$ cat src/rtl/uart_pkg.sv
// rtl/uart_pkg.sv - shared constants for the uart_tx arbiter slice
//
// Holds the FSM state encoding, the default requester count and the
// grant-index width helper used by uart_rr_arb and uart_tx_arb.
// Optional feature macro (used by uart_tx_arb): UART_TX_ARB_TIMEOUT_EN.
package uart_pkg;

  localparam int NREQ_DEF = 4;

  // Grant index width; never narrower than one bit.
  function automatic int gid_w(input int n);
    return (n > 2) ? $clog2(n) : 1;
  endfunction

  localparam int GID_W_DEF = gid_w(NREQ_DEF);

  localparam logic [2:0] S_IDLE  = 3'd0;
  localparam logic [2:0] S_LOAD  = 3'd1;
  localparam logic [2:0] S_START = 3'd2;
  localparam logic [2:0] S_WAIT  = 3'd3;
  localparam logic [2:0] S_GAP   = 3'd4;

endpackage

$ cat src/rtl/uart_rr_arb.sv
// rtl/uart_rr_arb.sv - round-robin requester selection with rotating pointer
//
// Ports:
//   clk        in   rising-edge clock
//   rst        in   asynchronous active-low reset (ptr -> 0)
//   req_valid  in   NREQ pending flags
//   grant_en   in   commit the current selection and advance ptr
//   any_valid  out  at least one requester pending
//   grant_idx  out  first pending index found scanning from ptr, wrapping
module uart_rr_arb
  import uart_pkg::*;
#(
  parameter int NREQ = NREQ_DEF
) (
  input  logic                     clk,
  input  logic                     rst,
  input  logic [NREQ-1:0]          req_valid,
  input  logic                     grant_en,
  output logic                     any_valid,
  output logic [gid_w(NREQ)-1:0]   grant_idx
);

  localparam int GW = gid_w(NREQ);

  logic [GW-1:0] ptr;
  logic [GW:0]   cand;

  // One extra bit on cand lets ptr+k exceed NREQ-1 before the wrap.
  always_comb begin
    any_valid = 1'b0;
    grant_idx = '0;
    cand      = '0;
    for (int k = 0; k < NREQ; k++) begin
      cand = {1'b0, ptr} + (GW+1)'(k);
      if (cand >= (GW+1)'(NREQ)) begin
        cand = cand - (GW+1)'(NREQ);
      end
      if (!any_valid && req_valid[cand[GW-1:0]]) begin
        any_valid = 1'b1;
        grant_idx = cand[GW-1:0];
      end
    end
  end

  always_ff @(posedge clk or negedge rst) begin
    if (!rst) begin
      ptr <= '0;
    end else if (grant_en && any_valid) begin
      ptr <= (grant_idx == GW'(NREQ-1)) ? '0 : grant_idx + 1'b1;
    end
  end

endmodule

$ cat src/rtl/uart_tx_arb.sv
// rtl/uart_tx_arb.sv - shares one uart_tx between NREQ byte requesters
//
// Ports:
//   clk          in   rising-edge clock
//   rst          in   asynchronous active-low reset
//   req_valid    in   NREQ  byte-pending flags, held with data until accepted
//   req_data     in   8*NREQ bytes, requester i at [8i+7:8i]
//   req_ready    out  NREQ  one-cycle accept pulse (LOAD state)
//   tx_start     out  start strobe to uart_tx (START state)
//   tx_din       out  8     byte to uart_tx, held until the next LOAD
//   tx_done      in   frame complete, only honoured in WAIT
//   grant_id     out  index of the requester owning the transmitter
//   busy         out  high whenever the FSM is not IDLE
//   timeout_err  out  sticky WAIT watchdog flag
// Macro UART_TX_ARB_TIMEOUT_EN adds the WAIT watchdog; otherwise
// timeout_err is tied low and WAIT exits only on tx_done.
module uart_tx_arb
  import uart_pkg::*;
#(
  parameter int NREQ        = NREQ_DEF,
  parameter int TIMEOUT_CYC = 200000
) (
  input  logic                     clk,
  input  logic                     rst,
  input  logic [NREQ-1:0]          req_valid,
  input  logic [8*NREQ-1:0]        req_data,
  output logic [NREQ-1:0]          req_ready,
  output logic                     tx_start,
  output logic [7:0]               tx_din,
  input  logic                     tx_done,
  output logic [gid_w(NREQ)-1:0]   grant_id,
  output logic                     busy,
  output logic                     timeout_err
);

  localparam int GW = gid_w(NREQ);

  logic [2:0]    state;
  logic [2:0]    state_nxt;
  logic          any_valid;
  logic [GW-1:0] sel;
  logic          timeout_hit;

  uart_rr_arb #(.NREQ(NREQ)) u_rr (
    .clk       (clk),
    .rst       (rst),
    .req_valid (req_valid),
    .grant_en  (state == S_IDLE),
    .any_valid (any_valid),
    .grant_idx (sel)
  );

  always_comb begin
    state_nxt = state;
    case (state)
      S_IDLE:  if (any_valid) state_nxt = S_LOAD;
      S_LOAD:  state_nxt = S_START;
      S_START: state_nxt = S_WAIT;
      S_WAIT:  if (tx_done || timeout_hit) state_nxt = S_GAP;
      S_GAP:   state_nxt = S_IDLE;
      default: state_nxt = S_IDLE;
    endcase
  end

  // The grant is fixed in IDLE; the byte is taken at the end of LOAD so the
  // requester's data is sampled on the same edge its ready pulse completes.
  always_ff @(posedge clk or negedge rst) begin
    if (!rst) begin
      state    <= S_IDLE;
      grant_id <= '0;
      tx_din   <= 8'h00;
    end else begin
      state <= state_nxt;
      if (state == S_IDLE && any_valid) begin
        grant_id <= sel;
      end
      if (state == S_LOAD) begin
        tx_din <= req_data[int'(grant_id)*8 +: 8];
      end
    end
  end

  always_comb begin
    req_ready = '0;
    if (state == S_LOAD) begin
      req_ready[grant_id] = 1'b1;
    end
  end

  assign tx_start = (state == S_START);
  assign busy     = (state != S_IDLE);

`ifdef UART_TX_ARB_TIMEOUT_EN
  localparam int CW = $clog2(TIMEOUT_CYC + 1);

  logic [CW-1:0] wd_cnt;
  logic          wd_err;

  // Counter is zeroed on the START->WAIT edge, so WAIT cycle k sees k-1.
  assign timeout_hit = (state == S_WAIT) && !tx_done &&
                       (wd_cnt == CW'(TIMEOUT_CYC - 1));

  always_ff @(posedge clk or negedge rst) begin
    if (!rst) begin
      wd_cnt <= '0;
      wd_err <= 1'b0;
    end else begin
      if (state == S_START) begin
        wd_cnt <= '0;
      end else if (state == S_WAIT) begin
        wd_cnt <= wd_cnt + 1'b1;
      end
      if (timeout_hit) begin
        wd_err <= 1'b1;
      end
    end
  end

  assign timeout_err = wd_err;
`else
  assign timeout_hit = 1'b0;
  assign timeout_err = 1'b0;
`endif

endmodule

$ cat config.mk
export PLATFORM = sky130hd
export DESIGN_NAME = uart_tx_arb
export DESIGN_NICKNAME = d
export VERILOG_FILES = /design/src/rtl/uart_pkg.sv /design/src/rtl/uart_rr_arb.sv /design/src/rtl/uart_tx_arb.sv
export SDC_FILE = /design/constraint.sdc
export NUM_CORES = 1
export LEC_CHECK = 0
export CORE_MARGIN = 4
export CORE_UTILIZATION = 37
export DETAILED_ROUTE_END_ITERATION = 8
export PLACE_DENSITY = 0.79
export SLEW_MARGIN = 20
export SYNTH_ARGS = -nofsm -noshare
export SYNTH_HDL_FRONTEND = slang
export SYNTH_SLANG_ARGS = --single-unit
$ cat constraint.sdc
create_clock -name clk -period 1.88 [get_ports clk]
set_input_delay 0.376 -clock clk [delete_from_list [all_inputs] [get_ports clk]]
set_output_delay 0.376 -clock clk [all_outputs]
set_load 0.05 [all_outputs]
==> results of run 1 <==
==> state kept, by name, indices dropped and copies added (netlist names) <==
| name | flops |
|---|---|
| grant_id | 2 |
| tx_din | 8 |
| u_rr.ptr | 2 |
| state | 3 |
==> layer usage <==
metal  up-vias  wire length [um]  GRT usage
met1       418               986      0.170
li1        410                 -          -
met2        42              1270      0.270
met3         2               212     0.0439
met5         -                 0          0
met4         0                12     0.0583
==> worst paths after layout <==
check,startpoint,endpoint,slack (ns)
setup / recovery,state[2]$_DFFE_PN0P_,req_ready[0],0.02
hold / removal,state[2]$_DFFE_PN0P_,state[1]$_DFFE_PN0P_,0.49
setup reg to reg,state[2]$_DFFE_PN0P_,tx_din[2]$_DFFE_PN0P_,0.36
hold reg to reg,state[2]$_DFFE_PN0P_,state[1]$_DFFE_PN0P_,0.49
max in group asynchronous,rst,state[2]$_DFFE_PN0P_,0.89
min in group asynchronous,rst,u_rr.ptr[1]$_DFFE_PN0P_,0.50
==> power by group through the flow <==
stage | logic (mW) | registers [mW] | clock network [mW]
2_1_floorplan | 0.835 | 0.993 | 0
3_5_place_dp | 1.84 | 0.650 | 0
5_1_grt | 1.97 | 0.685 | 0.211
3_3_place_gp | 1.81 | 0.643 | 0
4_1_cts | 1.85 | 0.656 | 0.197
6_report | 1.88 | 0.659 | 0.192
==> through the flow <==
step	utilization	setup WS [ns]	total power [mW]	hold WS (ns)	setup TNS [ns]
2_1_floorplan	-	0.0260	1.83	0.0804	0
3_3_place_gp	0.657	0.0826	2.46	0.490	0
3_5_place_dp	0.657	0.0286	2.49	0.499	0
4_1_cts	0.671	-0.0171	2.70	0.522	-0.0171
5_1_grt	0.684	-0.0610	2.87	0.510	-0.0972
6_report	0.684	0.0168	2.73	0.495	0
==> layout make-up <==
cell class / count / area [um^2]
clock buffer: 3 / 22.5
clock inverter: 1 / 5.00
fill: 183 / 776
inverter: 3 / 11.3
multi-input combinational: 56 / 568
sequential: 15 / 379
tap: 30 / 37.5
timing repair buffer: 62 / 656
==> layout by cell type (no fill, tap or decap), types with 2 or more instances in the layout <==
| cell type | netlist | final |
|---|---|---|
| clkdlybuf4s50_1 | 0 | 41 |
| buf_4 | 2 | 14 |
| dfrtp_1 | 15 | 12 |
| nand2_1 | 9 | 9 |
| mux2_2 | 8 | 8 |
| buf_12 | 0 | 7 |
| mux4_2 | 5 | 5 |
| nand2b_1 | 4 | 4 |
| nor2_1 | 5 | 4 |
| a21oi_1 | 4 | 4 |
| inv_1 | 3 | 3 |
| mux4_1 | 3 | 3 |
| clkbuf_4 | 0 | 3 |
| dfrtp_2 | 0 | 3 |
| nor3b_4 | 0 | 2 |
| mux2i_1 | 2 | 2 |
==> logic make-up after synthesis <==
| family | count (synthesis) | synth area share |
|---|---|---|
| other | 1 | 0.00396 |
| buffers and inverters | 7 | 0.0436 |
| AND/OR/NAND/NOR | 26 | 0.147 |
| flip-flops | 15 | 0.396 |
| XOR/XNOR | 1 | 0.00925 |
| multiplexers | 18 | 0.318 |
| AO/OA/AOI/OAI | 10 | 0.0819 |
==> critical path, stage by stage (launching register included) <==
cell	delay [ns]
dfrtp_2	0.45
nor3b_4	0.30
nor3b_4	0.28
buf_12	0.17
==> timing repair <==
item                                    CTS  global route
setup buffers                             0             3
resized for setup                         2             4
endpoints found under the setup margin    4             5
pin swaps                                 0             2
cloned                                    0             0
==> metrics, run 1 <==
DRC Markers 0; via count a little under 900; Sw Share 0.462; Async SR Flop Fraction 1.00; Sw Pwr 1.26 mW; fin nets 180; HPWL Detailed 2010 um; Tot GR Track Use 0.151; First DRT Iteration DRCs 24; yosys warns 0; Area contributors post-synth dfrtp_1 40%, mux4_2 12%, mux2_2 9.5%; Hold Path Class reg -> reg; Fmax 537 MHz; port bufs 54; Detailed Routing Iterations Pass 1 4; Worst Skew around 0.0092 ns; RSZ-0062 raised after global routing true; CP Capture Type output port; final count of pins violating max slew 0; minimum period implied by the final worst setup slack 1.86 ns; CTS tree yes; combinational share of power 0.688; Main synth FF type dfrtp_1; leakage power 0.699 nW; post-synthesis sequential area ratio 0.396; Yosys top cell by area dfrtp_1; Power Internal 1.47 mW; number of distinct library cells after synthesis 28; die area 3430 um^2; synthesized area per cell between 10 and 15 um^2; P&R area growth vs syn 77.3%; Syn Inst Count 78; Slew @ Worst Pin around 0.71 ns; maxcap violations 0; vias in the first global route 878; synthesized area 947 um^2; fin crit share 0.991; VDD IR-drop max approximately 0.91 mV; status finished clean; DIE WIDTH 58.6 um; Reg clk slew, reported paths around 0.10 ns; TritonCTS Buffers 3; initial antenna violation count 0; placed cells 163; total core area 2450 um^2; Worst EP required around 1.5 ns; share of layout cells above drive strength 1 0.379; Post-Syn Nets 117; area fraction of the dominant cell type after synthesis 0.396; CTS Hold Bufs 0; DR WL/cell around 15 um; final hold violations 0; Post-synth EDFFs 0; GP Congestion 0.716; final setup violating endpoints 0; largest net degree at the start of global routing 16; Sequential Power Share 0.241; Ports 56; Hold Path Depth 1; CTS Sinks 15; final instance area 1680 um^2; depth of the worst register-to-register path 4; antenna viol nets, final 0; Die Y 58.6 um; H-tree levels 1; ANT cells 0; post-route insts no fill 170; number of synthesized register bits 15; Rows 18; count leader, synth dfrtp_1; relative slew slack 0.528; DP Area 1610 um^2; first-pass GRT wire length 3910 um; overall routed net length around 2500 um; worst skew pair latency 0.29 ns; CTS root buf clkbuf_4; CP Class reg -> out; Max clock buf depth 2; synth cell count leaders 15 x dfrtp_1, 9 x nand2_1, 8 x mux2_2; PwrDens around 1600 nW/um^2; startpoint type of the worst setup path flip-flop; Clock Power Share 0.070; GRT overflow 0; Max FO, Critical Path 6; Worst Path Arrival 1.49 ns; routed vias/inst 5.13; initial core utilization 0.386
(Power assumes the default switching activity.)
==> inputs of run 2 (changes only) <==
==> constraint.sdc (replaced) <==
create_clock -name clk -period 1.88 [get_ports clk]
set_input_delay 0.376 -clock clk [delete_from_list [all_inputs] [get_ports clk]]
set_output_delay 0.376 -clock clk [all_outputs]
set_load 0.1 [all_outputs]
==> metrics, run 2 (synthesized netlist as in run 1, its figures left out) <==
RSZ-0062 raised after global routing true; startpoint type of the worst setup path flip-flop; ANT cells 0; Final Total Pwr 3.40 mW; die area 3430 um^2; Ports 56; flop2flop setup slack between 0.3 and 0.4 ns; maxcap violations 0; fin nets 183; CP max stage delay 0.42 ns; CTS Hold Bufs 0; leakage power 0.726 nW; Tot GR Track Use 0.156; via count 899; Hold Path Class in -> async; final hold violations 0; GRT overflow 0; CTS tree yes; minimum period implied by the final worst setup slack 1.88 ns; max FFs per register 8; antenna viol nets, final 0; DR WL/cell 15.1 um; failing checks negative setup slack; slowest CP cell dfrtp_1; Biggest register tx_din; routed vias/inst 5.20; share of layout cells above drive strength 1 0.420; first-pass GRT wire length between 4000 and 5000 um; most frequent cells in the layout 38 x clkdlybuf4s50_1, 18 x buf_4, 12 x dfrtp_1; DRC Markers 0; PwrDens 1970 nW/um^2; CTS root buf clkbuf_4; status finished with violations; Worst Path Arrival 1.50 ns; Max clock buf depth 2; Setup TNS -0.000305 ns; Max FO, Critical Path 6; vias in the first global route 962; P&R area growth vs syn 82.3%; worst skew pair latency 0.28 ns; final setup violating endpoints 1; First DRT Iteration DRCs 24; CTS Sinks 15; VDD IR-drop max around 1.8 mV; largest net degree at the start of global routing 15; initial antenna violation count 0; H-tree levels 1; total core area 2450 um^2; TritonCTS Buffers 3; fin crit share 1.00; CP Capture Type output port; Worst EP required 1.50 ns; HPWL Detailed 2150 um; Die Y 58.6 um; overall routed net length around 2600 um; Core Util, Final 0.703; initial core utilization 0.386; DIE WIDTH 58.6 um; PnR worst setup slack -0.000305 ns; most common cell after layout, fill and taps aside clkdlybuf4s50_1; Fmax 532 MHz; Rows 18; depth of the worst register-to-register path 2; Detailed Routing Iterations Pass 1 4; Reg clk slew, reported paths about 0.10 ns; GP Congestion ~0.80; Cell Chain, Critical Path nor3b_4 -> nand2_1 -> nor2_4 -> buf_12; final count of pins violating max slew 0; Worst Skew 0.00600 ns; CP Class reg -> out; port bufs 54; top flop regs tx_din: 8 flops, state: 3 flops
## run 2: cell count changes in the layout (fill, tap and decap cells not counted)
cell,change
clkdlybuf4s50_1,-3
buf_12,+2
buf_4,+4
nor2_1,-1
dfrtp_4,+2
dfrtp_2,-2
nor2_2,+1
## run 2: stage by stage
| step | cells | worst slack, ns | instance area (um^2) | hold WS, ns |
|---|---|---|---|---|
| floorplan | 78 | -0.218 | 985 | 0.0804 |
| global placement | 164 | 0.0420 | 1650 | 0.494 |
| detailed placement | 164 | -0.0146 | 1650 | 0.498 |
| CTS | 172 | -0.00251 | 1710 | 0.386 |
| global route | 173 | -0.0523 | 1730 | 0.400 |
| finish | 173 | -0.000305 | 1730 | 0.378 |
## run 2: area by class of cell
type / count / area [um^2]
clock buffer: 3 / 22.5
timing repair buffer: 65 / 696
sequential: 15 / 384
tap: 30 / 37.5
clock inverter: 1 / 5.00
multi-input combinational: 56 / 571
inverter: 3 / 11.3
fill: 190 / 728
## run 2: path summary, 6_finish.rpt
kind / startpoint / end
setup / recovery: state[1]$_DFFE_PN0P_ / req_ready[2]
min in group clk: tx_din[6]$_DFFE_PN0P_ / tx_din[6]$_DFFE_PN0P_
hold / removal: rst / grant_id[1]$_DFFE_PN0P_
hold reg to reg: tx_din[6]$_DFFE_PN0P_ / tx_din[6]$_DFFE_PN0P_
max in group asynchronous: rst / state[2]$_DFFE_PN0P_
setup reg to reg: grant_id[0]$_DFFE_PN0P_ / tx_din[2]$_DFFE_PN0P_
## run 2: where the power goes
group	leakage, nW	internal (mW)	total [mW]	switching [mW]
sequential	0.174	0.500	0.729	0.229
combinational	0.534	0.964	2.49	1.53
clock	0.0177	0.0789	0.186	0.107
## run 2: metal layers
metal  vias to the layer above  global-route usage  routed length [um]
li1                        418                   -                   -
met1                       444               0.151                 916
met2                        37               0.321                1490
met3                         0              0.0548                 202
met4                         0              0.0129                   0
met5                         -                   0                   0
## run 2: worst max-delay path, delay by kind of cell (launching register included)
kind / cells / cell delay (ns)
and+or+nand+nor: 3 / 0.61
DFF: 1 / 0.42
buffers and inverters: 1 / 0.18
## run 2: repair_timing
action | in CTS | in global routing
endpoints found under the setup margin | 4 | 5
setup buffers | 4 | 1
resized for setup | 2 | 2
pin swaps | 1 | 1
